$ cat src/rtl/uart_program_loader_pkg.sv
// Shared state encodings and global widths for the UART program loader.
// Imported by the byte receiver and the word loader.
package uart_program_loader_pkg;

  localparam int ISA_WIDTH     = 32;
  localparam int DEF_ROM_DEPTH = 14;

  typedef enum logic [1:0] {
    RX_IDLE,
    RX_START,
    RX_DATA,
    RX_STOP
  } rx_state_t;

  typedef enum logic [1:0] {
    L_IDLE,
    L_RECV,
    L_WRITE,
    L_DONE
  } ld_state_t;

endpackage

$ cat src/rtl/uart_byte_rx.sv
// 8N1 byte receiver: 2-FF synchronizer, mid-bit sampling, framing check.
// byte_valid and frame_err are single-cycle pulses.
module uart_byte_rx
  import uart_program_loader_pkg::*;
#(
  parameter int unsigned CLK_FREQ = 100_000_000,
  parameter int unsigned BAUD     = 115_200
) (
  input  logic       clk,
  input  logic       rst,
  input  logic       rx,
  output logic       byte_valid,
  output logic [7:0] byte_data,
  output logic       frame_err
);

  localparam int unsigned DIV  = CLK_FREQ / BAUD;
  localparam int unsigned HALF = DIV / 2;
  localparam int unsigned CW   = $clog2(DIV);

  logic      rx_s1, rx_s2, rx_prev;
  rx_state_t st_q, st_d;
  logic [CW-1:0] cnt_q, cnt_d;
  logic [2:0] bit_q, bit_d;
  logic [7:0] sh_q, sh_d;
  logic       vld_d, ferr_d;
  logic       start_edge;

  assign start_edge = rx_prev & ~rx_s2;

  always_comb begin
    st_d   = st_q;
    cnt_d  = cnt_q + 1'b1;
    bit_d  = bit_q;
    sh_d   = sh_q;
    vld_d  = 1'b0;
    ferr_d = 1'b0;
    unique case (st_q)
      RX_IDLE: begin
        cnt_d = '0;
        bit_d = '0;
        if (start_edge) st_d = RX_START;
      end
      RX_START: begin
        if (cnt_q == CW'(HALF - 1)) begin
          cnt_d = '0;
          st_d  = rx_s2 ? RX_IDLE : RX_DATA;
        end
      end
      RX_DATA: begin
        if (cnt_q == CW'(DIV - 1)) begin
          cnt_d = '0;
          sh_d  = {rx_s2, sh_q[7:1]};
          bit_d = bit_q + 1'b1;
          if (bit_q == 3'd7) st_d = RX_STOP;
        end
      end
      RX_STOP: begin
        if (cnt_q == CW'(DIV - 1)) begin
          cnt_d  = '0;
          st_d   = RX_IDLE;
          vld_d  = rx_s2;
          ferr_d = ~rx_s2;
        end
      end
    endcase
  end

  // Synchronizer idles high so reset never looks like a start edge.
  always_ff @(posedge clk or posedge rst) begin
    if (rst) begin
      rx_s1      <= 1'b1;
      rx_s2      <= 1'b1;
      rx_prev    <= 1'b1;
      st_q       <= RX_IDLE;
      cnt_q      <= '0;
      bit_q      <= '0;
      sh_q       <= '0;
      byte_valid <= 1'b0;
      frame_err  <= 1'b0;
    end else begin
      rx_s1      <= rx;
      rx_s2      <= rx_s1;
      rx_prev    <= rx_s2;
      st_q       <= st_d;
      cnt_q      <= cnt_d;
      bit_q      <= bit_d;
      sh_q       <= sh_d;
      byte_valid <= vld_d;
      frame_err  <= ferr_d;
    end
  end

  assign byte_data = sh_q;

endmodule

$ cat src/rtl/uart_program_loader.sv
// Packs UART bytes little-endian into words and writes them to IMEM/DMEM.
// Address MSB selects data memory; a session ends on wrap or idle timeout.
module uart_program_loader
  import uart_program_loader_pkg::*;
#(
  parameter int unsigned CLK_FREQ     = 100_000_000,
  parameter int unsigned BAUD         = 115_200,
  parameter int unsigned ROM_DEPTH    = DEF_ROM_DEPTH,
  parameter int unsigned IDLE_TIMEOUT = 1_000_000
) (
  input  logic                 clk,
  input  logic                 rst,
  input  logic                 uart_rx,
  input  logic                 session_start,
  output logic                 uart_write_enable,
  output logic [ROM_DEPTH:0]   uart_addr,
  output logic [ISA_WIDTH-1:0] uart_data,
  output logic                 uart_busy,
  output logic                 uart_done,
  output logic                 uart_frame_error
);

  localparam int unsigned TW = $clog2(IDLE_TIMEOUT);

  logic       rx_valid, rx_ferr, bv_q;
  logic [7:0] rx_data, bd_q;

  uart_byte_rx #(
    .CLK_FREQ(CLK_FREQ),
    .BAUD    (BAUD)
  ) u_rx (
    .clk       (clk),
    .rst       (rst),
    .rx        (uart_rx),
    .byte_valid(rx_valid),
    .byte_data (rx_data),
    .frame_err (rx_ferr)
  );

  ld_state_t l_q, l_d;
  logic [ROM_DEPTH:0]   wa_q, wa_d, addr_d;
  logic [1:0]           bi_q, bi_d;
  logic [TW-1:0]        tc_q, tc_d;
  logic                 seen_q, seen_d;
  logic [ISA_WIDTH-1:0] word_q, word_d, data_d;
  logic                 we_d, ferr_d;

  always_comb begin
    l_d    = l_q;
    wa_d   = wa_q;
    bi_d   = bi_q;
    tc_d   = tc_q;
    seen_d = seen_q;
    word_d = word_q;
    we_d   = 1'b0;
    addr_d = uart_addr;
    data_d = uart_data;
    ferr_d = uart_frame_error | rx_ferr;
    unique case (l_q)
      L_IDLE: begin
        if (session_start) begin
          l_d    = L_RECV;
          wa_d   = '0;
          bi_d   = '0;
          tc_d   = '0;
          seen_d = 1'b0;
          ferr_d = rx_ferr;
        end
      end
      L_RECV: begin
        if (bv_q) begin
          word_d[8*bi_q +: 8] = bd_q;
          bi_d   = bi_q + 1'b1;
          tc_d   = '0;
          seen_d = 1'b1;
          if (bi_q == 2'd3) begin
            l_d    = L_WRITE;
            we_d   = 1'b1;
            addr_d = wa_q;
            data_d = word_d;
          end
        end else if (seen_q) begin
          // Partial word is simply abandoned on timeout.
          if (tc_q == TW'(IDLE_TIMEOUT - 1)) l_d = L_DONE;
          else tc_d = tc_q + 1'b1;
        end
      end
      L_WRITE: begin
        bi_d = '0;
        wa_d = wa_q + 1'b1;
        l_d  = (&wa_q) ? L_DONE : L_RECV;
      end
      L_DONE: l_d = L_IDLE;
    endcase
  end

  always_ff @(posedge clk or posedge rst) begin
    if (rst) begin
      l_q               <= L_IDLE;
      bv_q              <= 1'b0;
      bd_q              <= '0;
      wa_q              <= '0;
      bi_q              <= '0;
      tc_q              <= '0;
      seen_q            <= 1'b0;
      word_q            <= '0;
      uart_write_enable <= 1'b0;
      uart_addr         <= '0;
      uart_data         <= '0;
      uart_frame_error  <= 1'b0;
    end else begin
      l_q               <= l_d;
      bv_q              <= rx_valid;
      bd_q              <= rx_data;
      wa_q              <= wa_d;
      bi_q              <= bi_d;
      tc_q              <= tc_d;
      seen_q            <= seen_d;
      word_q            <= word_d;
      uart_write_enable <= we_d;
      uart_addr         <= addr_d;
      uart_data         <= data_d;
      uart_frame_error  <= ferr_d;
    end
  end

  assign uart_busy = (l_q == L_RECV) || (l_q == L_WRITE);
  assign uart_done = (l_q == L_DONE);

  // A byte needs 9+ baud periods, so none can land in the write cycle.
  a_no_byte_in_write: assert property (
    @(posedge clk) disable iff (rst) !((l_q == L_WRITE) && bv_q)
  );

endmodule

$ cat config.mk
export PLATFORM = sky130hd
export DESIGN_NAME = uart_program_loader
export DESIGN_NICKNAME = d
export VERILOG_FILES = /design/src/rtl/uart_program_loader_pkg.sv /design/src/rtl/uart_byte_rx.sv /design/src/rtl/uart_program_loader.sv
export SDC_FILE = /design/constraint.sdc
export NUM_CORES = 1
export LEC_CHECK = 0
export CAP_MARGIN = 5
export CORE_MARGIN = 2
export CORE_UTILIZATION = 58
export CTS_BUF_LIST = sky130_fd_sc_hd__clkbuf_8 sky130_fd_sc_hd__clkbuf_16
export DETAILED_ROUTE_END_ITERATION = 6
export PLACE_DENSITY = 0.85
export SYNTH_ARGS = -nofsm -noshare
export SYNTH_HDL_FRONTEND = slang
export SYNTH_HIERARCHICAL = 1
export SYNTH_SLANG_ARGS = --single-unit
$ cat constraint.sdc
create_clock -name clk -period 5.5 [get_ports clk]
set_input_delay 0.55 -clock clk [delete_from_list [all_inputs] [get_ports clk]]
set_output_delay 0.55 -clock clk [all_outputs]
set_load 0.03 [all_outputs]
* Word level (Yosys, flattened, before mapping)
Index checks and enable logic that the tools add are counted.
** Storage, ports and cells
- Flip-flop bits (word level) :: 158
- Bits of input ports :: 4
- Output and inout port bits :: 51
- Logic and storage cells :: 115
** Cells by class
- Add/subtract/negate cells :: 6
- Eq/ne operators :: 22
- Shift-type cells :: 2
- Mux-type cells :: 42
- Bitwise logic cells :: 3
- Reduce and logical (&&, ||, !) cells :: 19
** Operators with widths (number)
- $mux W20 :: 4
- $pmux W20 S2 :: 1
- $neg A5 Y34 :: 1
- $shift A8 B34 Y32 const A :: 1
- $shiftx A8 B34 Y32 :: 1
- $bwmux W32 :: 1
- $pmux W10 S3 :: 1
- $pmux W15 S2 :: 1
- $mux W2 :: 14
- $add A20 B1 Y20 const B :: 1
- $eq A20 B20 Y1 const B :: 1
- $mux W10 :: 2
- $pmux W2 S4 :: 2
- $add A15 B1 Y15 const B :: 1
- $mux W15 :: 1
- $reduce_and A15 Y1 :: 1
- $ne A3 B3 Y1 const B :: 4
- $mux W1 :: 11
- $add A10 B1 Y10 const B :: 1
- $eq A10 B10 Y1 const B :: 1
- $eq A10 B9 Y1 const B :: 1
- $eq A2 B2 Y1 const B :: 5
- $ne A2 B1 Y1 const B :: 5
- $reduce_and A3 Y1 :: 3
- other kinds (20) :: 29

* Depth between registers and ports, before layout
- Depth after elaboration :: 5
- Gate-level depth with buffers :: 9
- Gate-level depth less buffers :: 7

* Cells and area by module
Netlist, hierarchy kept.
** By module, submodules not included
- uart_program_loader :: times used 1, cells an instance 565, area an instance 5868.1 µm², seq. area each 3253.1 µm²
- uart_byte_rx :: times used 1, cells an instance 110, area an instance 1296.2 µm², seq. area each 704.4 µm²

* Least setup slack after synthesis
No wires, ideal clock.
- Path kind :: register -> register
- From :: register l_q[1]
- To :: register uart_addr[0]
- Library setup time :: 125 ps
- Data arrival time :: 1996 ps
- Data required time :: 5375 ps
- Setup slack :: 3379 ps
- Stages on the path, launching flop included :: 9
- Buffers on the path :: 2
- Clock period less this slack :: 2121 ps
- Cells stage by stage :: dfrtp_1 -> inv_1 -> ha_1 -> clkbuf_1 -> and2_1 -> nand2_1 -> inv_1 -> buf_1 -> mux2_2
** On the way
- Cells in the longest elaborated chain, start to end :: 2
** Ends and longest elaborated chain
- start, declared :: RTL line uart_program_loader.sv:40 : ld_state_t l_q, l_d;
- start signal, assigned :: RTL line uart_program_loader.sv:112 : l_q <= l_d;
- $eq A2 B1 Y1 :: RTL line uart_program_loader.sv:59 : unique case (l_q)
- $reduce_and A3 Y1 (no line)
- end signal, assigned :: RTL line uart_program_loader.sv:121 : uart_addr <= addr_d;
- end, declared :: RTL line uart_program_loader.sv:16 : output logic [ROM_DEPTH:0] uart_addr,
Every way passes these cells.
A chain may end at the register's enable or synchronous reset.

* Worst setup path after layout
Same ends and word-level chain as after synthesis.

==> impl_metrics.tcl <==
set metrics [dict create \
    dp_hpwl_um 9970 \
    syn_nets 695 \
    drc_errors 0 \
    maxSlewViolCount 0 \
    fin_setup_tns_ps 0 \
    power_density_nw_per_um2 337 \
    via_count 5314 \
    core_um2 12000 \
    worstPathArrival_ps 3490 \
    seq_area_um2 3960 \
    cts_hold_buf 0 \
    p_leak_nw 3.76 \
    mostFrequentLayoutCell "dfrtp_1" \
    setup.worst_path.start_class "register" \
    synth_top_family_by_area "simple AND/OR/NAND/NOR gates" \
    slew_headroom 0.311 \
    async_flop_share 1.00 \
    syn_inst 675 \
    finalHoldViolCount 0 \
    place_congestion 0.815 \
    cap_violations 0 \
    clock-sinks 158 \
    rows 40 \
    fp.dieH_um 115 \
    timing.hold.ws_ps 357 \
    rsz0062_at_grt "no" \
    root_buffer "clkbuf_16" \
    grt_pass1_vias 5305 \
    synth_mux_area_frac 0.0402 \
    drt-total-wl_um 15100 \
    critPathKind "reg -> reg" \
    die_x_um 115 \
    cts_max_path_buffers 2 \
    wire_per_inst_um 17.3 \
    cts_tree "done" \
    synth_area_um2 7160 \
    crit_required_ps 5820 \
    postSynthAreaPerCell_um2 10.6 \
    synth_cell_types 55 \
    pre_cts_ws_ps 2330 \
    status "finished, final reports clean" \
    setup_violations 0 \
    drt_iter0_drc 516 \
    fin_skew_ps 10.5 \
    drive_gt1_frac 0.107 \
    holdCritPathClass "reg -> reg" \
    vias_per_cell 6.08 \
    worst_slew_pin_slew_ps 1030 \
    ant_nets 0 \
    grtUsageTotal 0.246 \
    nNetsFinal 734 \
    yosys.area_share.simple 0.174 \
    first_pass_iters 5 \
    postCtsSetupRepairBufs 0 \
    initial_utilization 0.596 \
    peakVddDrop_v 0.000301 \
    max_freq_mhz 315 \
    ys_warn_count 6 \
    htreeDepth 4 \
    syn_to_final_growth_pct 17.2 \
    min_period_ps 3170 \
    antenna_found_initial 0 \
    synth_ff_type "dfrtp_1" \
    ys_ff_latch 158 \
    end_kind "register" \
    worstSkewPairLatency_ps 430 \
    path_clk_slew_ps 70 \
    setup_ws_ps 2330 \
    grt_pass1_wl_um 25300 \
    multiInputGateArea_um2 3000 \
    n_antenna_cell 0 \
    io_buffers 54 \
    cts-resized-gates 0 \
    grt_max_degree 80 \
    dieArea_um2 13300 \
    path_max_fanout 71 \
    synthXorXnorAreaFrac 0.0232 \
    synth-compound-area-share 0.154 \
    gr-total-overflow 0 \
    synth_edf_count 0 \
    mostFrequentLayoutCells "dfrtp_1 (155), nand2_1 (80), clkdlybuf4s50_1 (54), o21ai_0 (49), a21oi_1 (46)" \
    io_pins 55 \
    synth_seq_area_share 0.552 \
    nFillCells 829 \
    cts_made_buffers 17 \
    synth_fa_ha_area_frac 0.0279 \
    period_share 0.577 \
    reg2reg_slack_ps 2330 \
]
area by class of cell:
| cell class | instances | area share |
|---|---|---|
| clock inverters | 14 | 0.0210 |
| multi-input cells | 464 | 0.358 |
| flip-flops and latches | 158 | 0.471 |
| well taps | 147 | 0.0219 |
| clock buffers | 18 | 0.0523 |
| repair buffers | 58 | 0.0688 |
| inverters | 15 | 0.00700 |
synthesized netlist by cell type (2+ instances only):
library cell / instances / area share
a211o_1: 2 / 0.0024
a21o_1: 3 / 0.0031
a21oi_1: 46 / 0.032
a22o_1: 36 / 0.044
a31o_2: 3 / 0.0037
a31oi_1: 15 / 0.013
a32o_1: 2 / 0.0028
a41oi_1: 4 / 0.0049
and2_1: 5 / 0.0044
and3_1: 6 / 0.0052
and4_1: 4 / 0.0049
and4b_1: 2 / 0.0028
buf_2: 4 / 0.0028
clkbuf_1: 32 / 0.017
dfrtp_1: 155 / 0.54
dfstp_2: 3 / 0.011
ha_1: 16 / 0.028
inv_1: 15 / 0.0079
mux2_2: 22 / 0.035
mux2i_1: 4 / 0.0056
nand2_1: 81 / 0.042
nand2b_1: 3 / 0.0026
nand3_1: 20 / 0.014
nand4_1: 9 / 0.0079
nor2_1: 35 / 0.018
nor2b_1: 35 / 0.031
nor3_1: 10 / 0.0070
nor3b_4: 2 / 0.0052
nor4bb_1: 3 / 0.0042
o21ai_0: 49 / 0.034
o22ai_1: 2 / 0.0017
or3_1: 6 / 0.0052
or4b_1: 2 / 0.0028
xnor2_1: 10 / 0.012
xor2_1: 9 / 0.011
flip-flops by register name, indices dropped and copies added (netlist names), named ones only:
signal / count
uart_frame_error: 1
u_rx/bit_q: 3
uart_write_enable: 1
u_rx/rx_prev: 1
bi_q: 2
bv_q: 1
u_rx/rx_s1: 1
bd_q: 8
u_rx/st_q: 1
seen_q: 1
word_q: 32
u_rx/rx_s2: 1
l_q: 2
u_rx/cnt_q: 10
uart_addr: 15
wa_q: 15
tc_q: 20
uart_data: 32
u_rx/byte_data: 8
u_rx/byte_valid: 1
u_rx/frame_err: 1
kinds of logic (layout without fill, tap and decap cells):
family / count (synthesis) / after routing
AO/OA/AOI/OAI: 171 / 171
XOR/XNOR: 19 / 19
adder cells (fa/ha/maj): 16 / 16
buffers and inverters: 53 / 105
flip-flops: 158 / 158
multiplexers: 26 / 26
AND/OR/NAND/NOR: 232 / 232
final timing paths:
check	depth (start not counted)	startpoint	endpoint
min	0	u_rx/byte_valid	bv_q
min in group asynchronous	2	rst	wa_q[11]
max in group asynchronous	3	rst	bd_q[0]
max reg2reg	6	l_q[1]	uart_addr[0]
min reg2reg	0	u_rx/byte_valid	bv_q
max	6	l_q[1]	uart_addr[0]
per-layer routing:
metal / GRT usage / up-vias / wire, um
met5: 0 / - / 0
met2: 0.409 / 133 / 7820
met4: 0.0884 / 0 / 257
li1: - / 2490 / -
met3: 0.0701 / 28 / 668
met1: 0.312 / 2663 / 6390
where the power goes:
group | internal (W) | switching [W] | leakage [nW]
combinational | 0.000120 | 0.000227 | 1.29
sequential | 0.00120 | 0.0000600 | 2.18
clock | 0.000733 | 0.000488 | 0.299
critical path: stages, from the launching register on:
cell and delay [ps]:
dfrtp_1 450, inv_1 110, ha_1 320, and2_1 420
nand2_2 670, inv_1 690, mux2_2 400
metrics by stage:
step                cell area [um^2]  utilization  power [W]  instances
floorplan                       7160            -    0.00153        675
global placement                7770        0.647    0.00160        841
detailed placement              7770        0.647    0.00163        841
CTS                             8380        0.698    0.00285        873
global route                    8400        0.699    0.00294        874
finish                          8400        0.699    0.00283        874
No activity file was read; power rests on OpenSTA's default activity.
